<file path="config.mk">
export PLATFORM = sky130hd
export DESIGN_NAME = axi4_mmio_responder
export DESIGN_NICKNAME = d
export VERILOG_FILES = /design/src/rtl/axi4_mmio_responder.sv
export SDC_FILE = /design/constraint.sdc
export NUM_CORES = 2
export LEC_CHECK = 0
export BUFFER_PORTS_ARGS = -buffer_cell sky130_fd_sc_hd__buf_2
export CAP_MARGIN = 20
export CELL_PAD_IN_SITES_DETAIL_PLACEMENT = 2
export CELL_PAD_IN_SITES_GLOBAL_PLACEMENT = 2
export CORE_MARGIN = 2
export CORE_UTILIZATION = 30
export CTS_CLUSTER_SIZE = 40
export DETAILED_ROUTE_END_ITERATION = 10
export PLACE_DENSITY_LB_ADDON = 0.25
export SYNTH_ARGS = -nofsm -noshare
export SYNTH_HDL_FRONTEND = slang
export SYNTH_SLANG_ARGS = --single-unit
</file>
<file path="constraint.sdc">
create_clock -name S_AXI_ACLK -period 4.3 [get_ports S_AXI_ACLK]
set_input_delay 0.86 -clock S_AXI_ACLK [delete_from_list [all_inputs] [get_ports S_AXI_ACLK]]
set_output_delay 0.86 -clock S_AXI_ACLK [all_outputs]
set_load 0.05 [all_outputs]
</file>
<file path="src/rtl/axi4_mmio_responder.sv">
// axi4_mmio_responder
// AXI4 subordinate that terminates a 64-bit MMIO master port with a small
// byte-strobed scratchpad behind a fixed address window. The read and write
// paths are independent state machines. Each path has at most one
// transaction in flight.

module axi4_mmio_responder #(
    parameter logic [31:0] BASE_ADDR   = 32'h6000_0000,
    parameter int          DEPTH_WORDS = 16
) (
    input  logic        S_AXI_ACLK,
    input  logic        S_AXI_ARESETN,
    // write address channel
    input  logic        S_AXI_AWVALID,
    output logic        S_AXI_AWREADY,
    input  logic [3:0]  S_AXI_AWID,
    input  logic [31:0] S_AXI_AWADDR,
    input  logic [7:0]  S_AXI_AWLEN,
    input  logic [2:0]  S_AXI_AWSIZE,
    input  logic [1:0]  S_AXI_AWBURST,
    input  logic        S_AXI_AWLOCK,
    input  logic [3:0]  S_AXI_AWCACHE,
    input  logic [2:0]  S_AXI_AWPROT,
    input  logic [3:0]  S_AXI_AWQOS,
    // write data channel
    input  logic        S_AXI_WVALID,
    output logic        S_AXI_WREADY,
    input  logic [63:0] S_AXI_WDATA,
    input  logic [7:0]  S_AXI_WSTRB,
    input  logic        S_AXI_WLAST,
    // write response channel
    output logic        S_AXI_BVALID,
    input  logic        S_AXI_BREADY,
    output logic [3:0]  S_AXI_BID,
    output logic [1:0]  S_AXI_BRESP,
    // read address channel
    input  logic        S_AXI_ARVALID,
    output logic        S_AXI_ARREADY,
    input  logic [3:0]  S_AXI_ARID,
    input  logic [31:0] S_AXI_ARADDR,
    input  logic [7:0]  S_AXI_ARLEN,
    input  logic [2:0]  S_AXI_ARSIZE,
    input  logic [1:0]  S_AXI_ARBURST,
    input  logic        S_AXI_ARLOCK,
    input  logic [3:0]  S_AXI_ARCACHE,
    input  logic [2:0]  S_AXI_ARPROT,
    input  logic [3:0]  S_AXI_ARQOS,
    // read data channel
    output logic        S_AXI_RVALID,
    input  logic        S_AXI_RREADY,
    output logic [3:0]  S_AXI_RID,
    output logic [63:0] S_AXI_RDATA,
    output logic [1:0]  S_AXI_RRESP,
    output logic        S_AXI_RLAST
);

    localparam int          IDX_W    = $clog2(DEPTH_WORDS);
    localparam logic [31:0] WIN_MASK = ~(32'(DEPTH_WORDS * 8) - 32'd1);

    localparam logic [1:0] RESP_OKAY   = 2'b00;
    localparam logic [1:0] RESP_SLVERR = 2'b10;
    localparam logic [1:0] RESP_DECERR = 2'b11;

    localparam logic [1:0] BURST_FIXED = 2'b00;
    localparam logic [1:0] BURST_INCR  = 2'b01;

    typedef enum logic [1:0] {W_IDLE, W_DATA, W_RESP} wState_t;
    typedef enum logic [0:0] {R_IDLE, R_DATA} rState_t;

    // The response class is fixed when the address is accepted.
    // A decode miss takes priority over an unsupported size or burst type.
    function automatic logic [1:0] classify(input logic [31:0] addr,
                                            input logic [2:0]  size,
                                            input logic [1:0]  burst);
        logic [1:0] cls;
        cls = RESP_OKAY;
        if ((addr & WIN_MASK) != BASE_ADDR) begin
            cls = RESP_DECERR;
        end else if (size > 3'd3 || burst[1]) begin
            cls = RESP_SLVERR;
        end
        return cls;
    endfunction

    // INCR advances by the beat size with a plain 32-bit wrap.
    // FIXED (and the error bursts) keep the address unchanged.
    function automatic logic [31:0] advance(input logic [31:0] addr,
                                            input logic [2:0]  size,
                                            input logic [1:0]  burst);
        logic [31:0] nxt;
        nxt = addr;
        if (burst == BURST_INCR) begin
            nxt = addr + (32'd1 << size);
        end
        return nxt;
    endfunction

    logic [63:0] mem_q [DEPTH_WORDS];

    wState_t     wState_q;
    logic        awReady_q, wReady_q, bValid_q;
    logic [3:0]  bId_q;
    logic [1:0]  bResp_q;
    logic [31:0] wrAddr_q;
    logic [7:0]  wrLen_q;
    logic [2:0]  wrSize_q;
    logic [1:0]  wrBurst_q;
    logic [1:0]  wrClass_q;
    logic [8:0]  wrBeat_q;

    rState_t     rState_q;
    logic        arReady_q, rValid_q, rLast_q;
    logic [3:0]  rId_q;
    logic [1:0]  rResp_q;
    logic [63:0] rData_q;
    logic [31:0] rdAddr_q;
    logic [7:0]  rdLen_q;
    logic [2:0]  rdSize_q;
    logic [1:0]  rdBurst_q;
    logic [1:0]  rdClass_q;
    logic [7:0]  rdBeat_q;

    logic [31:0] wrAddr_d, rdAddr_d;
    logic [1:0]  awClass_d, arClass_d;
    logic        wFire_d, memWrEn_d;
    logic        unusedIgnored;

    assign awClass_d = classify(S_AXI_AWADDR, S_AXI_AWSIZE, S_AXI_AWBURST);
    assign arClass_d = classify(S_AXI_ARADDR, S_AXI_ARSIZE, S_AXI_ARBURST);
    assign wrAddr_d  = advance(wrAddr_q, wrSize_q, wrBurst_q);
    assign rdAddr_d  = advance(rdAddr_q, rdSize_q, rdBurst_q);

    // Storage is only touched on an OKAY-class burst and never past LEN.
    assign wFire_d   = wReady_q && S_AXI_WVALID;
    assign memWrEn_d = wFire_d && (wrClass_q == RESP_OKAY) &&
                       (wrBeat_q <= {1'b0, wrLen_q});

    assign unusedIgnored = ^{S_AXI_AWLOCK, S_AXI_AWCACHE, S_AXI_AWPROT, S_AXI_AWQOS,
                             S_AXI_ARLOCK, S_AXI_ARCACHE, S_AXI_ARPROT, S_AXI_ARQOS,
                             BURST_FIXED};

    // Scratchpad storage with a byte-strobed write port, cleared on reset.
    always_ff @(posedge S_AXI_ACLK or negedge S_AXI_ARESETN) begin
        if (!S_AXI_ARESETN) begin
            for (int i = 0; i < DEPTH_WORDS; i++) begin
                mem_q[i] <= '0;
            end
        end else if (memWrEn_d) begin
            for (int b = 0; b < 8; b++) begin
                if (S_AXI_WSTRB[b]) begin
                    mem_q[wrAddr_q[3 +: IDX_W]][8*b +: 8] <= S_AXI_WDATA[8*b +: 8];
                end
            end
        end
    end

    // Write path: accept the address, then consume data beats until WLAST,
    // then hold the B response until the master takes it.
    always_ff @(posedge S_AXI_ACLK or negedge S_AXI_ARESETN) begin
        if (!S_AXI_ARESETN) begin
            wState_q  <= W_IDLE;
            awReady_q <= 1'b0;
            wReady_q  <= 1'b0;
            bValid_q  <= 1'b0;
            bId_q     <= '0;
            bResp_q   <= RESP_OKAY;
            wrAddr_q  <= '0;
            wrLen_q   <= '0;
            wrSize_q  <= '0;
            wrBurst_q <= '0;
            wrClass_q <= RESP_OKAY;
            wrBeat_q  <= '0;
        end else begin
            case (wState_q)
                W_IDLE: begin
                    awReady_q <= 1'b1;
                    if (awReady_q && S_AXI_AWVALID) begin
                        awReady_q <= 1'b0;
                        wReady_q  <= 1'b1;
                        bId_q     <= S_AXI_AWID;
                        wrAddr_q  <= S_AXI_AWADDR;
                        wrLen_q   <= S_AXI_AWLEN;
                        wrSize_q  <= S_AXI_AWSIZE;
                        wrBurst_q <= S_AXI_AWBURST;
                        wrClass_q <= awClass_d;
                        wrBeat_q  <= '0;
                        wState_q  <= W_DATA;
                    end
                end
                W_DATA: begin
                    if (wFire_d) begin
                        wrAddr_q <= wrAddr_d;
                        if (wrBeat_q != 9'h1FF) begin
                            wrBeat_q <= wrBeat_q + 9'd1;
                        end
                        if (S_AXI_WLAST) begin
                            wReady_q <= 1'b0;
                            bValid_q <= 1'b1;
                            if (wrClass_q != RESP_OKAY) begin
                                bResp_q <= wrClass_q;
                            end else if (wrBeat_q != {1'b0, wrLen_q}) begin
                                bResp_q <= RESP_SLVERR;
                            end else begin
                                bResp_q <= RESP_OKAY;
                            end
                            wState_q <= W_RESP;
                        end
                    end
                end
                W_RESP: begin
                    if (S_AXI_BREADY) begin
                        bValid_q  <= 1'b0;
                        awReady_q <= 1'b1;
                        wState_q  <= W_IDLE;
                    end
                end
                default: wState_q <= W_IDLE;
            endcase
        end
    end

    // Read path: accept the address with beat 0 already registered, then
    // present one beat per RREADY cycle, loading the next word on each handshake.
    always_ff @(posedge S_AXI_ACLK or negedge S_AXI_ARESETN) begin
        if (!S_AXI_ARESETN) begin
            rState_q  <= R_IDLE;
            arReady_q <= 1'b0;
            rValid_q  <= 1'b0;
            rLast_q   <= 1'b0;
            rId_q     <= '0;
            rResp_q   <= RESP_OKAY;
            rData_q   <= '0;
            rdAddr_q  <= '0;
            rdLen_q   <= '0;
            rdSize_q  <= '0;
            rdBurst_q <= '0;
            rdClass_q <= RESP_OKAY;
            rdBeat_q  <= '0;
        end else begin
            case (rState_q)
                R_IDLE: begin
                    arReady_q <= 1'b1;
                    if (arReady_q && S_AXI_ARVALID) begin
                        arReady_q <= 1'b0;
                        rValid_q  <= 1'b1;
                        rId_q     <= S_AXI_ARID;
                        rResp_q   <= arClass_d;
                        rdAddr_q  <= S_AXI_ARADDR;
                        rdLen_q   <= S_AXI_ARLEN;
                        rdSize_q  <= S_AXI_ARSIZE;
                        rdBurst_q <= S_AXI_ARBURST;
                        rdClass_q <= arClass_d;
                        rdBeat_q  <= '0;
                        rLast_q   <= (S_AXI_ARLEN == 8'd0);
                        rData_q   <= (arClass_d == RESP_OKAY) ?
                                     mem_q[S_AXI_ARADDR[3 +: IDX_W]] : '0;
                        rState_q  <= R_DATA;
                    end
                end
                R_DATA: begin
                    if (S_AXI_RREADY) begin
                        if (rLast_q) begin
                            rValid_q  <= 1'b0;
                            rLast_q   <= 1'b0;
                            arReady_q <= 1'b1;
                            rState_q  <= R_IDLE;
                        end else begin
                            rdAddr_q <= rdAddr_d;
                            rdBeat_q <= rdBeat_q + 8'd1;
                            rLast_q  <= ((rdBeat_q + 8'd1) == rdLen_q);
                            rData_q  <= (rdClass_q == RESP_OKAY) ?
                                        mem_q[rdAddr_d[3 +: IDX_W]] : '0;
                        end
                    end
                end
                default: rState_q <= R_IDLE;
            endcase
        end
    end

    assign S_AXI_AWREADY = awReady_q;
    assign S_AXI_WREADY  = wReady_q;
    assign S_AXI_BVALID  = bValid_q;
    assign S_AXI_BID     = bId_q;
    assign S_AXI_BRESP   = bResp_q;
    assign S_AXI_ARREADY = arReady_q;
    assign S_AXI_RVALID  = rValid_q;
    assign S_AXI_RID     = rId_q;
    assign S_AXI_RDATA   = rData_q;
    assign S_AXI_RRESP   = rResp_q;
    assign S_AXI_RLAST   = rLast_q;

endmodule

</file>
==> results.json <==
{
  "synth_edf_count": 0,
  "area_growth_pct": 17.1,
  "viasPerCell": 5.59,
  "drive_above_1_share_pct": 44.1,
  "cts_hold_buf": 0,
  "routabilityCongestion": 0.778,
  "finalSetupViolCount": 0,
  "synth.avg_cell_area_sq_um": 13.5,
  "synth_area_sq_um": 61800,
  "drt_iter0_markers": 2444,
  "synthFlopType": "dfrtp_1",
  "num_rows": 166,
  "synthesis.nets": 4798,
  "crit_type": "register to register",
  "slew_violations": 0,
  "ys_seq_elements": 1168,
  "crit_path_end_kind": "register",
  "numCtsBuffers": 145,
  "die_area_sq_um": 210000,
  "slew_headroom_pct": 20.0,
  "synthCells": 4571,
  "grt_pass1_vias": 47400,
  "synthTopCellsByArea": "dfrtp_1 (47%), mux2_2 (19%), mux4_2 (12%), mux2i_1 (7.0%), nand2_1 (2.2%)",
  "wirelength_microns": 229000,
  "placed_cell_area_sq_um": 67300,
  "cp.arrival_ns": 4.72,
  "synth-seq-area-share_pct": 47.3,
  "clk_pin_slew_worst_paths_ns": 0.06,
  "fp.coreArea_sq_um": 205000,
  "layout.nets": 5058,
  "cts_root_buf": "clkbuf_16",
  "place_ws_ns": 0.288,
  "grt_pass1_wl_microns": 340000,
  "rsz0062_at_grt": "false",
  "drc": 0,
  "clk_latency_ns": 0.81,
  "fin_area_sq_um": 72400,
  "fin_ws_ns": 0.279,
  "grt_max_degree": 105,
  "ios": 284,
  "die-width_microns": 458,
  "maxCapViolations": 0,
  "io_buffers": 259,
  "synth.distinct_cells": 63,
  "htree_levels": 4,
  "postCtsSetupBuffers": 0,
  "powerDensity_nw_per_um2": 558,
  "ant_nets": 0,
  "async_reset_ff_share_pct": 100,
  "post_cts_resized": 0,
  "fin_crit_ns": 4.02,
  "yosysTopAreaCell": "dfrtp_1",
  "finalHoldViolations": 0,
  "clock_skew_ns": 0.0254,
  "power.leakage_nw": 33.3,
  "required_ns": 5.00,
  "grt_util_all_layers_pct": 21.9,
  "ctsLongestPathBuffers": 3,
  "worstHoldPathType": "input port to asynchronous set/reset pin",
  "utilization_pct": 35.4,
  "tns_ns": 0,
  "wl_per_cell_microns": 30.0,
  "grt-ovfl-total": 0,
  "antenna_found_initial": 36,
  "worst_setup_path_start_kind": "register",
  "irDropWorstVdd_uv": 625,
  "max_clock_freq_ghz": 0.249,
  "path_max_fanout": 18,
  "ys_warn_count": 0,
  "initial_core_util_pct": 30.2,
  "dpl.hpwl_microns": 144000,
  "cts_tree": "done",
  "fin_crit_sh_pct": 93.5,
  "firstDrtPassIters": 5,
  "vias": 42700,
  "synth_top_area_share_pct": 47.3,
  "status": "finished, final reports clean",
  "clock_sinks": 1168,
  "tightestPinTransition_ns": 1.20,
  "fp.dieH_microns": 458
}
cell usage in the layout (no fill, tap or decap), drive strengths merged, types with 4 or more instances in the layout:
cell	synthesis	routed
a211o	4	4
a21o	9	9
a21oi	93	93
a221o	62	62
a22oi	125	125
a32oi	48	48
a41o	8	8
a41oi	8	8
and2	5	5
and3	20	20
buf	148	453
bufinv	0	17
clkbuf	192	194
clkinv	0	34
dfrtp	1168	1168
diode	0	5
ha	23	23
inv	13	23
mux2	1037	1037
mux2i	434	434
mux4	320	320
nand2	386	386
nand2b	5	5
nand3	18	18
nand4	8	8
nor2	121	121
nor2b	9	9
nor3	7	7
nor3b	7	7
nor4	14	14
o211ai	128	128
o21ai	80	80
o22ai	7	7
xnor2	12	12
xor2	13	13
flip-flops by register name, indices dropped and copies added, names as in the netlist, 3 cells and up:
| register | flops |
|---|---|
| S_AXI_BID | 4 |
| S_AXI_RDATA | 64 |
| S_AXI_RID | 4 |
| mem_q | 1024 |
| rdAddr_q | 7 |
| rdBeat_q | 8 |
| rdLen_q | 8 |
| rdSize_q | 3 |
| wrAddr_q | 7 |
| wrBeat_q | 9 |
| wrLen_q | 8 |
| wrSize_q | 3 |
worst paths after layout:
| path | slack (ns) | to | start | depth (start not counted) |
|---|---|---|---|---|
| min in group S_AXI_ACLK | 0.26 | S_AXI_RID[0]$_DFFE_PN0P_ | S_AXI_ARID[0] | 3 |
| min | 0.09 | mem_q[1018]$_DFFE_PN0P_ | S_AXI_ARESETN | 1 |
| min reg2reg | 0.47 | S_AXI_RID[0]$_DFFE_PN0P_ | S_AXI_RID[0]$_DFFE_PN0P_ | 2 |
| max reg2reg | 0.28 | S_AXI_RDATA[30]$_DFFE_PN0P_ | rdSize_q[2]$_DFFE_PN0P_ | 11 |
| max in group asynchronous | 2.97 | mem_q[519]$_DFFE_PN0P_ | S_AXI_ARESETN | 2 |
| max | 0.28 | S_AXI_RDATA[30]$_DFFE_PN0P_ | rdSize_q[2]$_DFFE_PN0P_ | 11 |
final cells by class:
type / count / area (sq um)
fill: 20600 / 132000
inverter: 13 / 48.8
sequential: 1168 / 29200
multi-input combinational: 3050 / 31200
clock buffer: 194 / 4220
tap: 2688 / 3360
timing repair buffer: 453 / 3450
antenna: 5 / 12.5
clock inverter: 64 / 847
critical path, cell delays in order (launching register included):
cell,delay [ns]
dfrtp_1,0.46
nor3_1,0.09
ha_1,0.24
fa_1,0.46
a21o_1,0.21
a211o_1,0.37
a31o_4,0.34
nor2_4,0.85
buf_4,0.39
a221o_1,0.18
o21ai_0,0.12
o211ai_1,0.18
cell families (layout without fill, tap and decap cells):
family | Yosys count | count (layout) | share of synthesized area [%]
AOI/OAI and AO/OA | 594 | 594 | 6.97
DFF | 1168 | 1168 | 47.3
xor gates and xnor gates | 25 | 25 | 0.354
muxes | 1791 | 1791 | 37.6
buffers and inverters | 353 | 724 | 2.45
adders and majority gates | 25 | 25 | 0.531
and+or+nand+nor | 615 | 615 | 4.80
other | 0 | 5 | 0
layer usage:
layer | wire length (microns) | vias up | GRT usage [%] | part of all wire (%)
met4 | 8350 | 24 | 7.87 | 3.6
met1 | 99400 | 23200 | 28.6 | 43
met5 | 151 | - | 0 | 0.066
li1 | - | 18000 | - | -
met2 | 112000 | 994 | 36.8 | 49
met3 | 9070 | 458 | 3.18 | 4.0
stage by stage:
step | hold WS (ns) | power, mW | instances
6_report | 0.0871 | 40.4 | 7635
5_1_grt | 0.103 | 42.0 | 7634
4_1_cts | 0.0875 | 40.8 | 7630
3_5_place_dp | 0.465 | 27.5 | 7372
3_3_place_gp | 0.456 | 27.2 | 7372
2_1_floorplan | 0.460 | 21.2 | 4571
report_power, final:
part / switching [mW] / leakage [nW] / total, mW / internal, mW
logic: 10.0 / 14.6 / 15.1 / 5.08
registers: 0.600 / 16.2 / 12.2 / 11.6
clock network: 5.17 / 2.52 / 13.1 / 7.92
synth_stat cells, types with 7 or more instances:
library cell     n
inv_1           13
a32oi_1         48
nor2b_1          9
a21oi_1         93
xor2_1          13
mux4_2         320
o22ai_1          7
clkbuf_1       192
nor2_2          60
nand3_1         18
o21ai_1         20
nor2_4          20
a41oi_1          8
a21o_1           9
a41o_1           8
nor3b_1          7
a221o_1         62
ha_1            23
nor4_1          13
xnor2_1         12
nor3_1           7
nand2_1        356
dfrtp_1       1168
o21ai_0         60
o211ai_1       128
buf_2          112
mux2_1          11
mux2i_1        434
buf_1           23
buf_4           13
a22oi_1        125
nor2_1          41
mux2_2        1026
nand4_1          8
and3_1          20
nand2_2         30
(Power assumes the default switching activity.)
